==> src/rtl/z_core_div_ctrl_if.sv <==
// rtl/z_core_div_ctrl_if.sv - execute-stage request/response bundle for the divide controller
interface z_core_div_ctrl_if;
    logic        req_valid;
    logic        req_ready;
    logic [2:0]  req_funct3;
    logic [31:0] req_rs1;
    logic [31:0] req_rs2;
    logic [4:0]  req_rd;
    logic        resp_valid;
    logic        resp_ready;
    logic [31:0] resp_data;
    logic [4:0]  resp_rd;

    modport master (
        output req_valid, req_funct3, req_rs1, req_rs2, req_rd, resp_ready,
        input  req_ready, resp_valid, resp_data, resp_rd
    );

    modport slave (
        input  req_valid, req_funct3, req_rs1, req_rs2, req_rd, resp_ready,
        output req_ready, resp_valid, resp_data, resp_rd
    );
endinterface

==> src/rtl/z_core_div_ctrl.sv <==
// rtl/z_core_div_ctrl.sv - issue/response controller for RV32M DIV/DIVU/REM/REMU
module z_core_div_ctrl #(
    parameter int TIMEOUT_CYCLES = 255,
    parameter int CNT_W          = 32
) (
    input  logic                 clk,
    input  logic                 rst,
    z_core_div_ctrl_if.slave     bus,
    input  logic                 flush,
    output logic                 busy,
    output logic                 err_timeout,
    output logic [CNT_W-1:0]     op_count,
    output logic                 du_start,
    output logic [31:0]          du_dividend,
    output logic [31:0]          du_divisor,
    output logic                 du_is_signed,
    output logic                 du_quotient_or_rem,
    input  logic                 du_done,
    input  logic [31:0]          du_result
);

    localparam int               WD_W     = $clog2(TIMEOUT_CYCLES + 1);
    localparam logic [WD_W-1:0]  WD_LIMIT = WD_W'(TIMEOUT_CYCLES - 1);

    typedef enum logic [2:0] {
        S_IDLE,
        S_LAUNCH,
        S_WAIT,
        S_RESP,
        S_DRAIN
    } state_t;

    state_t             state_q, state_d;
    logic [31:0]        rs1_q, rs2_q, resp_data_q;
    logic [4:0]         rd_q;
    logic               is_signed_q, quot_q;
    logic [WD_W-1:0]    wdog_q;
    logic [CNT_W-1:0]   op_count_q;
    logic               err_timeout_q;

    logic               accept;
    logic               bypass;
    logic [31:0]        bypass_data;
    logic               wd_expire;
    logic               wd_at_limit;

    // A flush that lands on the last WAIT cycle leaves the counter past the
    // limit, so DRAIN must treat anything at or above it as expired.
    assign wd_at_limit = (wdog_q >= WD_LIMIT);

    always_comb begin
        state_d     = state_q;
        accept      = 1'b0;
        bypass      = 1'b0;
        bypass_data = '0;
        wd_expire   = 1'b0;
        case (state_q)
            S_IDLE: begin
                if (bus.req_valid && !flush) begin
                    accept = 1'b1;
                    if (bus.req_funct3[2]) begin
                        if (bus.req_rs2 == 32'h0) begin
                            bypass      = 1'b1;
                            bypass_data = bus.req_funct3[1] ? bus.req_rs1 : 32'hFFFF_FFFF;
                        end else if (!bus.req_funct3[0] && bus.req_rs1 == 32'h8000_0000 &&
                                     bus.req_rs2 == 32'hFFFF_FFFF) begin
                            bypass      = 1'b1;
                            bypass_data = bus.req_funct3[1] ? 32'h0 : 32'h8000_0000;
                        end
                        state_d = bypass ? S_RESP : S_LAUNCH;
                    end
                end
            end
            S_LAUNCH: begin
                state_d = flush ? S_DRAIN : S_WAIT;
            end
            S_WAIT: begin
                if (flush) begin
                    state_d = S_DRAIN;
                end else if (du_done) begin
                    state_d = S_RESP;
                end else if (wd_at_limit) begin
                    wd_expire = 1'b1;
                    state_d   = S_DRAIN;
                end
            end
            S_RESP: begin
                if (flush || bus.resp_ready) begin
                    state_d = S_IDLE;
                end
            end
            S_DRAIN: begin
                if (du_done) begin
                    state_d = S_IDLE;
                end else if (wd_at_limit) begin
                    wd_expire = 1'b1;
                    state_d   = S_IDLE;
                end
            end
            default: state_d = S_IDLE;
        endcase
    end

    always_ff @(posedge clk) begin
        if (rst) begin
            state_q       <= S_IDLE;
            rs1_q         <= '0;
            rs2_q         <= '0;
            rd_q          <= '0;
            is_signed_q   <= 1'b0;
            quot_q        <= 1'b0;
            resp_data_q   <= '0;
            wdog_q        <= '0;
            op_count_q    <= '0;
            err_timeout_q <= 1'b0;
        end else begin
            state_q       <= state_d;
            err_timeout_q <= wd_expire;
            if (accept) begin
                rs1_q       <= bus.req_rs1;
                rs2_q       <= bus.req_rs2;
                rd_q        <= bus.req_rd;
                is_signed_q <= ~bus.req_funct3[0];
                quot_q      <= ~bus.req_funct3[1];
            end
            if (bypass) begin
                resp_data_q <= bypass_data;
            end else if (state_q == S_WAIT && du_done && !flush) begin
                resp_data_q <= du_result;
            end
            // Expiry restarts the window so DRAIN gets its own full budget.
            if (state_q == S_LAUNCH || wd_expire) begin
                wdog_q <= '0;
            end else if (state_q == S_WAIT || state_q == S_DRAIN) begin
                wdog_q <= wdog_q + 1'b1;
            end
            if (state_q == S_RESP && bus.resp_ready && !flush) begin
                op_count_q <= op_count_q + 1'b1;
            end
        end
    end

    assign bus.req_ready      = (state_q == S_IDLE);
    assign bus.resp_valid     = (state_q == S_RESP);
    assign bus.resp_data      = resp_data_q;
    assign bus.resp_rd        = rd_q;
    assign busy               = (state_q != S_IDLE);
    assign err_timeout        = err_timeout_q;
    assign op_count           = op_count_q;
    assign du_start           = (state_q == S_LAUNCH);
    assign du_dividend        = rs1_q;
    assign du_divisor         = rs2_q;
    assign du_is_signed       = is_signed_q;
    assign du_quotient_or_rem = quot_q;

endmodule

==> src/flat_wrapper.sv <==
// flat-port wrapper written by rule: the top's interface ports become plain ports
module z_core_div_ctrl_flat 
#(
    parameter int TIMEOUT_CYCLES = 255,
    parameter int CNT_W          = 32
)
  (clk, rst, flush, busy, err_timeout, op_count, du_start, du_dividend, du_divisor, du_is_signed, du_quotient_or_rem, du_done, du_result, bus_req_valid, bus_req_funct3, bus_req_rs1, bus_req_rs2, bus_req_rd, bus_resp_ready, bus_req_ready, bus_resp_valid, bus_resp_data, bus_resp_rd);
  z_core_div_ctrl_if bus_i ();
  input  logic clk;
  input  logic rst;
  input  logic flush;
  output logic busy;
  output logic err_timeout;
  output logic [CNT_W-1:0] op_count;
  output logic du_start;
  output logic [31:0] du_dividend;
  output logic [31:0] du_divisor;
  output logic du_is_signed;
  output logic du_quotient_or_rem;
  input  logic du_done;
  input  logic [31:0] du_result;
  input wire logic [$bits(bus_i.req_valid)-1:0] bus_req_valid;
  input wire logic [$bits(bus_i.req_funct3)-1:0] bus_req_funct3;
  input wire logic [$bits(bus_i.req_rs1)-1:0] bus_req_rs1;
  input wire logic [$bits(bus_i.req_rs2)-1:0] bus_req_rs2;
  input wire logic [$bits(bus_i.req_rd)-1:0] bus_req_rd;
  input wire logic [$bits(bus_i.resp_ready)-1:0] bus_resp_ready;
  output wire logic [$bits(bus_i.req_ready)-1:0] bus_req_ready;
  output wire logic [$bits(bus_i.resp_valid)-1:0] bus_resp_valid;
  output wire logic [$bits(bus_i.resp_data)-1:0] bus_resp_data;
  output wire logic [$bits(bus_i.resp_rd)-1:0] bus_resp_rd;
  assign bus_i.req_valid = bus_req_valid;
  assign bus_i.req_funct3 = bus_req_funct3;
  assign bus_i.req_rs1 = bus_req_rs1;
  assign bus_i.req_rs2 = bus_req_rs2;
  assign bus_i.req_rd = bus_req_rd;
  assign bus_i.resp_ready = bus_resp_ready;
  assign bus_req_ready = bus_i.req_ready;
  assign bus_resp_valid = bus_i.resp_valid;
  assign bus_resp_data = bus_i.resp_data;
  assign bus_resp_rd = bus_i.resp_rd;
  z_core_div_ctrl #(.TIMEOUT_CYCLES(TIMEOUT_CYCLES), .CNT_W(CNT_W)) u_core (.clk(clk), .rst(rst), .bus(bus_i), .flush(flush), .busy(busy), .err_timeout(err_timeout), .op_count(op_count), .du_start(du_start), .du_dividend(du_dividend), .du_divisor(du_divisor), .du_is_signed(du_is_signed), .du_quotient_or_rem(du_quotient_or_rem), .du_done(du_done), .du_result(du_result));
endmodule
==> config.mk <==
export PLATFORM = sky130hd
export DESIGN_NAME = z_core_div_ctrl_flat
export DESIGN_NICKNAME = d
export VERILOG_FILES = /design/src/rtl/z_core_div_ctrl_if.sv /design/src/rtl/z_core_div_ctrl.sv /design/src/flat_wrapper.sv
export SDC_FILE = /design/constraint.sdc
export NUM_CORES = 1
export LEC_CHECK = 0
export ABC_AREA = 0
export BUFFER_PORTS_ARGS = -buffer_cell sky130_fd_sc_hd__clkbuf_2
export CORE_MARGIN = 1.5
export CORE_UTILIZATION = 35
export CTS_CLUSTER_DIAMETER = 80
export DETAILED_ROUTE_END_ITERATION = 7
export PLACE_DENSITY = 0.73
export SYNTH_ARGS = -nofsm -noshare
export SYNTH_HDL_FRONTEND = slang
export SYNTH_SLANG_ARGS = --single-unit
export TNS_END_PERCENT = 50
==> constraint.sdc <==
create_clock -name clk -period 2.3 [get_ports clk]
set_input_delay 0.575 -clock clk [delete_from_list [all_inputs] [get_ports clk]]
set_output_delay 0.575 -clock clk [all_outputs]
set_load 0.02 [all_outputs]
# Yosys cells after proc, flatten, opt, wreduce, memory -nomap -nowiden
# Index checks and enable logic that the tools add are counted.
[classes]
add_sub_neg = 2
magnitude_cmp = 1
eq_ne = 11
n_mux = 34
bitwise = 2
reduce_logical = 18
[op_table]
columns = ["cell", "n"]
rows = [
  ["2-to-1 mux 32 bit", 9],
  ["equality test 32 bit (second input constant)", 2],
  ["adder 32 x 1 -> 32 bit (second input constant)", 1],
  ["zero test 32 bit", 1],
  ["2-to-1 mux 3 bit", 9],
  ["case mux 3 bit (5 select lines)", 1],
  ["2-to-1 mux 1 bit", 13],
  ["adder 8 x 1 -> 8 bit (second input constant)", 1],
  [">= comparator 8 bit (second input constant)", 1],
  ["logical AND 1 bit", 7],
  ["equality test 3 x 2 -> 1 bit (second input constant)", 2],
  ["AND reduction 5 bit", 1],
  ["!= test 2 x 1 -> 1 bit (second input constant)", 2],
  ["!= test 4 x 3 -> 1 bit (second input constant)", 1],
  ["equality test 3 x 1 -> 1 bit (second input constant)", 1],
  ["equality test 3 bit (second input constant)", 1],
  ["zero test 3 bit", 1],
  ["logical OR 1 bit", 3],
  ["!= test 3 x 2 -> 1 bit (second input constant)", 1],
  ["nonzero test 3 bit", 1],
  ["zero test 1 bit", 2],
  ["2-to-1 mux 2 bit", 1],
  ["!= test 2 bit (second input constant)", 1],
  ["NOT 1 bit", 2],
  ["3 further kinds", 3],
]
[word_totals]
reg_bits = 147
in_bits = 110
out_inout_bits = 140
elab_cells = 78

# Longest topological paths before layout
[logic_depth]
word_depth = 12
ltp_mapped = 9
ltp_nobuf = 7

# Worst setup path after synthesis
# No wires, ideal clock.
[synth_path]
kind = "input port to flip-flop"
from = "input flush"
to = "register u_core.op_count_q[29] (netlist: u_core.op_count[29])"
setup_ps = 123
arrival_time_ps = 2176
t_required_ps = 2177
setup_slack_ps = 1
stages = 6
n_path_buf = 1
path_cell_list = "or3b_4 > or4_4 > buf_6 > nor2_4 > nand4_1 > mux2_1"
[synth_via]
elab_chain_len = 2
[synth_rtl]
columns = ["item", "line", "source"]
rows = [
  ["start: declaration", "flat_wrapper.sv:11", "input logic flush;"],
  ["zero test 1 bit", "z_core_div_ctrl.sv:137", "if (state_q == S_RESP && bus.resp_ready && !flush) begin"],
  ["logical AND 1 bit", "z_core_div_ctrl.sv:137", ""],
  ["end signal: assignment", "z_core_div_ctrl.sv:138", "op_count_q <= op_count_q + 1'b1;"],
  ["end: declaration", "z_core_div_ctrl.sv:38", "logic [CNT_W-1:0] op_count_q;"],
]
# No other way between the ends.
# A chain may end at the register's enable or synchronous reset.

# Worst setup path after layout
[layout_path]
from = "input bus_req_rs1[27]"
to = "register u_core.resp_data_q[28] (netlist: u_core.bus.resp_data[28])"
[layout_via]
elab_chain_len = 12
word_cells_on_any_way = 18
classes_between = "eq/ne (1); mux (14); reduce/logical (3)"
[layout_rtl]
columns = ["item", "line", "source"]
rows = [
  ["start: declaration", "flat_wrapper.sv:24", "input wire logic [$bits(bus_i.req_rs1)-1:0] bus_req_rs1;"],
  ["equality test 32 bit (*)", "z_core_div_ctrl.sv:65", "end else if (!bus.req_funct3[0] && bus.req_rs1 == 32'h8000_0000 &&"],
  ["logical AND 1 bit (*) (2 in a row)", "z_core_div_ctrl.sv:65", ""],
  ["2-to-1 mux 1 bit", "z_core_div_ctrl.sv:65", ""],
  ["2-to-1 mux 1 bit", "z_core_div_ctrl.sv:62", "if (bus.req_rs2 == 32'h0) begin"],
  ["2-to-1 mux 1 bit", "z_core_div_ctrl.sv:61", "if (bus.req_funct3[2]) begin"],
  ["2-to-1 mux 1 bit", "z_core_div_ctrl.sv:59", "if (bus.req_valid && !flush) begin"],
  ["2-to-1 mux 1 bit", "z_core_div_ctrl.sv:57", "case (state_q)"],
  ["2-to-1 mux 1 bit", "z_core_div_ctrl.sv:61", ""],
  ["2-to-1 mux 1 bit", "z_core_div_ctrl.sv:59", ""],
  ["2-to-1 mux 1 bit", "z_core_div_ctrl.sv:57", ""],
  ["2-to-1 mux 32 bit or nonzero test 2 bit (tied branches)", "-", ""],
  ["end signal: assignment", "z_core_div_ctrl.sv:127", "resp_data_q <= bypass_data;"],
  ["end signal: assignment", "z_core_div_ctrl.sv:129", "resp_data_q <= du_result;"],
  ["end: declaration", "z_core_div_ctrl.sv:34", "logic [31:0] rs1_q, rs2_q, resp_data_q;"],
]
# Every way passes the cells marked *; elsewhere a longest branch is shown, timed or not. The select of a mux whose other input is x is not followed.

==> results.cfg <==
[setup_path]
crit_chain = clkbuf_2, or4b_1, nor4_4, and4_1, a21oi_2, buf_4, a311oi_1
r2r-start = u_core.state_q[1]
crit_path_top_delay_cell = or4b_1
worstPathArrival_ns = 2.53
path_class = in -> reg
r2r_setup_slack_ns = 0.15
r2r_end = u_core.op_count[29]
required_ns = 2.62
cp-start-kind = input port
cp_slowest_stage_delay_ns = 0.61
r2r_cells = 5
worstPathMaxFanout = 11
cp-end-kind = flip-flop

[sta]
finalHoldViolCount = 0
tightest_slew_ns = 0.553
finalClockSkew_ns = 0.0141
period_needed_ns = 2.21
slew_headroom = 0.631
clock.fmax_mhz = 453
post-route-period-util = 0.960
timing.final.max_slew_violations = 0
setup_viol = 0

[floorplan]
dieArea_um2 = 19500
start_util = 0.360
die_w_um = 140
rows = 49
pin_count = 250
die_h_um = 140
core-area_um2 = 18100

[synthesis]
synth_cells = 792
async_flop_share = 0
synth_edf_count = 0
ys_seq_elements = 147
ys.flop_type = dfxtp_1
synth.yosys.seq_area_share = 0.450
synth_nets = 905
ys_warn_count = 0
ys_types = 56
syn_area_um2 = 6530
postSynthAreaPerCell_um2 = 8.25

[power_and_ir_drop]
seq_power_share = 0.431
p_int_mw = 4.51
p_sw_mw = 1.63
ir_worst_vdd_uv = 487
power_density_nw_per_um2 = 670
clockPowerShare = 0.463
power_mw = 6.14
switching_share = 0.266
pwr-share-comb = 0.107
p_leak_nw = 3.91

[routing]
drtIter0Drc = 412
num_vias = 7034
ant_nets = 0
drcViolationCount = 12
drtPass1Iterations = 7
wl_per_cell_um = 16.2
routed_wl_mm = 21.5
vias_per_cell = 5.30

[final_layout]
fin_nets = 1197
antenna_cells = 0
design_area_um2 = 9160
instances_no_fill = 1326
final.fill_count = 1737
drive_gt1_frac = 0.350
syn2layout_area_growth_pct = 40.2

[global_routing]
grt_pass1_wl_mm = 34.1
grt_max_degree = 60
grt.overflow.total = 0
gr-usage-all-layers = 0.218
antenna_found_initial = 1
first_global_vias = 6660

[clocking]
cts_made_buffers = 17
clkTransAtPathRegs_ns = 0.07
root_buffer = clkbuf_16
cts_hold_buf = 0
htree_levels = 4
cts_tree = yes
insertion_delay_ns = 0.43
cts.path.max_buffers = 2
clock-sinks = 147

[run_status]
status = finished with violations
violations = design-rule violations

[place]
place.gp.congestion = 0.881
place_inst = 1294
placed_area_um2 = 8540
port_buffers = 249
dpl.hpwl_mm = 15.7

[job]
max_cap_viol_count = 0

[hold_path]
holdCritPathClass = in -> reg
worstHoldStart = bus_req_rd[4]
min_to = u_core.bus.resp_rd[4]
hold_depth = 3
## placed cells by master (no fill, tap or decap), drive strengths merged, types with 8 or more instances in the layout
cell type	synthesis	layout
or4	11	11
a311oi	31	31
dfxtp	147	147
xor2	10	10
nand3	44	44
nand2	155	155
o221ai	31	31
nor2	45	45
inv	40	48
and4	8	8
nor3	9	9
nor4	21	21
nand4	19	19
clkbuf	49	265
a21oi	84	84
buf	7	81
xnor2	18	18
## flip-flops by register name, indices dropped and copies added, names as in the netlist, 3 cells and up
name / count
u_core.bus.resp_data: 32
u_core.bus.resp_rd: 5
u_core.du_dividend: 32
u_core.du_divisor: 32
u_core.op_count: 32
u_core.state_q: 3
u_core.wdog_q: 8
## per-layer routing
metal | wire length, um | GRT usage | vias to the layer above
met4 | 517 | 0.0792 | 0
met2 | 10000 | 0.355 | 275
met5 | 0 | 0 | -
met3 | 1670 | 0.0661 | 35
li1 | - | - | 3431
met1 | 9260 | 0.274 | 3293
## synth_stat cells (7+ instances only)
master | number | area [um2]
clkbuf_1 | 49 | 184
nand4_1 | 17 | 106
nand2_1 | 155 | 582
or4_1 | 9 | 67.6
a311oi_1 | 31 | 272
and4_1 | 8 | 70.1
xor2_1 | 10 | 87.6
o221ai_1 | 31 | 272
nor2_1 | 44 | 165
a21oi_1 | 84 | 420
nor4_1 | 17 | 106
nand3_1 | 44 | 220
xnor2_1 | 18 | 158
dfxtp_1 | 147 | 2940
o31ai_1 | 7 | 52.6
inv_1 | 39 | 146
## worst max-delay path by stage
stage / start / to / slack [ns]
3_5_place_dp: bus_req_rs1[27] / u_core.bus.resp_data[18] / -0.44
2_1_floorplan: flush / u_core.op_count[29] / 0.0007
5_1_grt: bus_req_rs1[15] / u_core.bus.resp_data[18] / -0.02
4_1_cts: bus_req_rs1[27] / u_core.bus.resp_data[28] / 0.07
6_report: bus_req_rs1[27] / u_core.bus.resp_data[28] / 0.09
3_3_place_gp: bus_req_rs1[27] / u_core.bus.resp_data[28] / -0.43
## per-stage QoR
step	setup TNS [ns]	setup WS (ns)	hold slack [ns]	util
5_1_grt	-0.0155	-0.0155	0.355	0.505
6_report	0	0.0911	0.360	0.505
2_1_floorplan	0	0.000698	0.479	-
3_5_place_dp	-13.84	-0.442	0.445	0.471
3_3_place_gp	-14.54	-0.434	0.440	0.471
4_1_cts	0	0.0698	0.347	0.504
## cell families after synthesis
kind of cell / after synthesis / synth area share
adders and majority gates: 3 / 0.00575
muxes: 2 / 0.00326
DFF: 147 / 0.450
AOI/OAI and AO/OA: 171 / 0.174
xor gates and xnor gates: 28 / 0.0375
and+or+nand+nor: 345 / 0.269
buffers and inverters: 96 / 0.0597
## power by group through the flow
stage	clock (mW)	sequential [mW]	combinational [mW]
after floorplan	0	2.78	0.223
after global placement	0	2.70	0.649
after detailed placement	0	2.70	0.652
after CTS	2.91	2.64	0.655
after global routing	3.01	2.65	0.713
final	2.84	2.64	0.654
## timing repair
item / 4_1_cts / 5_1_grt
buffers inserted: 0 / 0
endpoints found under the hold margin: 0 / 0
resized for setup: 1 / 3
setup endpoints to repair: 1 / 10
## worst max-delay path: cells and delay by family
| family | cells | cell delay [ns] |
|---|---|---|
| buffers and inverters | 2 | 0.28 |
| AND/OR/NAND/NOR | 3 | 1.25 |
| AO/OA/AOI/OAI | 2 | 0.42 |
## area by class of cell
class,instances,area (um2),share of cell area
Timing Repair Buffer,329,1950,0.213
Tap cell,229,287,0.0313
Sequential cell,147,2940,0.321
Multi-Input combinational cell,549,3240,0.353
Inverter,40,150,0.0164
Clock inverter,15,170,0.0186
Clock buffer,17,425,0.0464
Power figures use the tool's default switching activity.
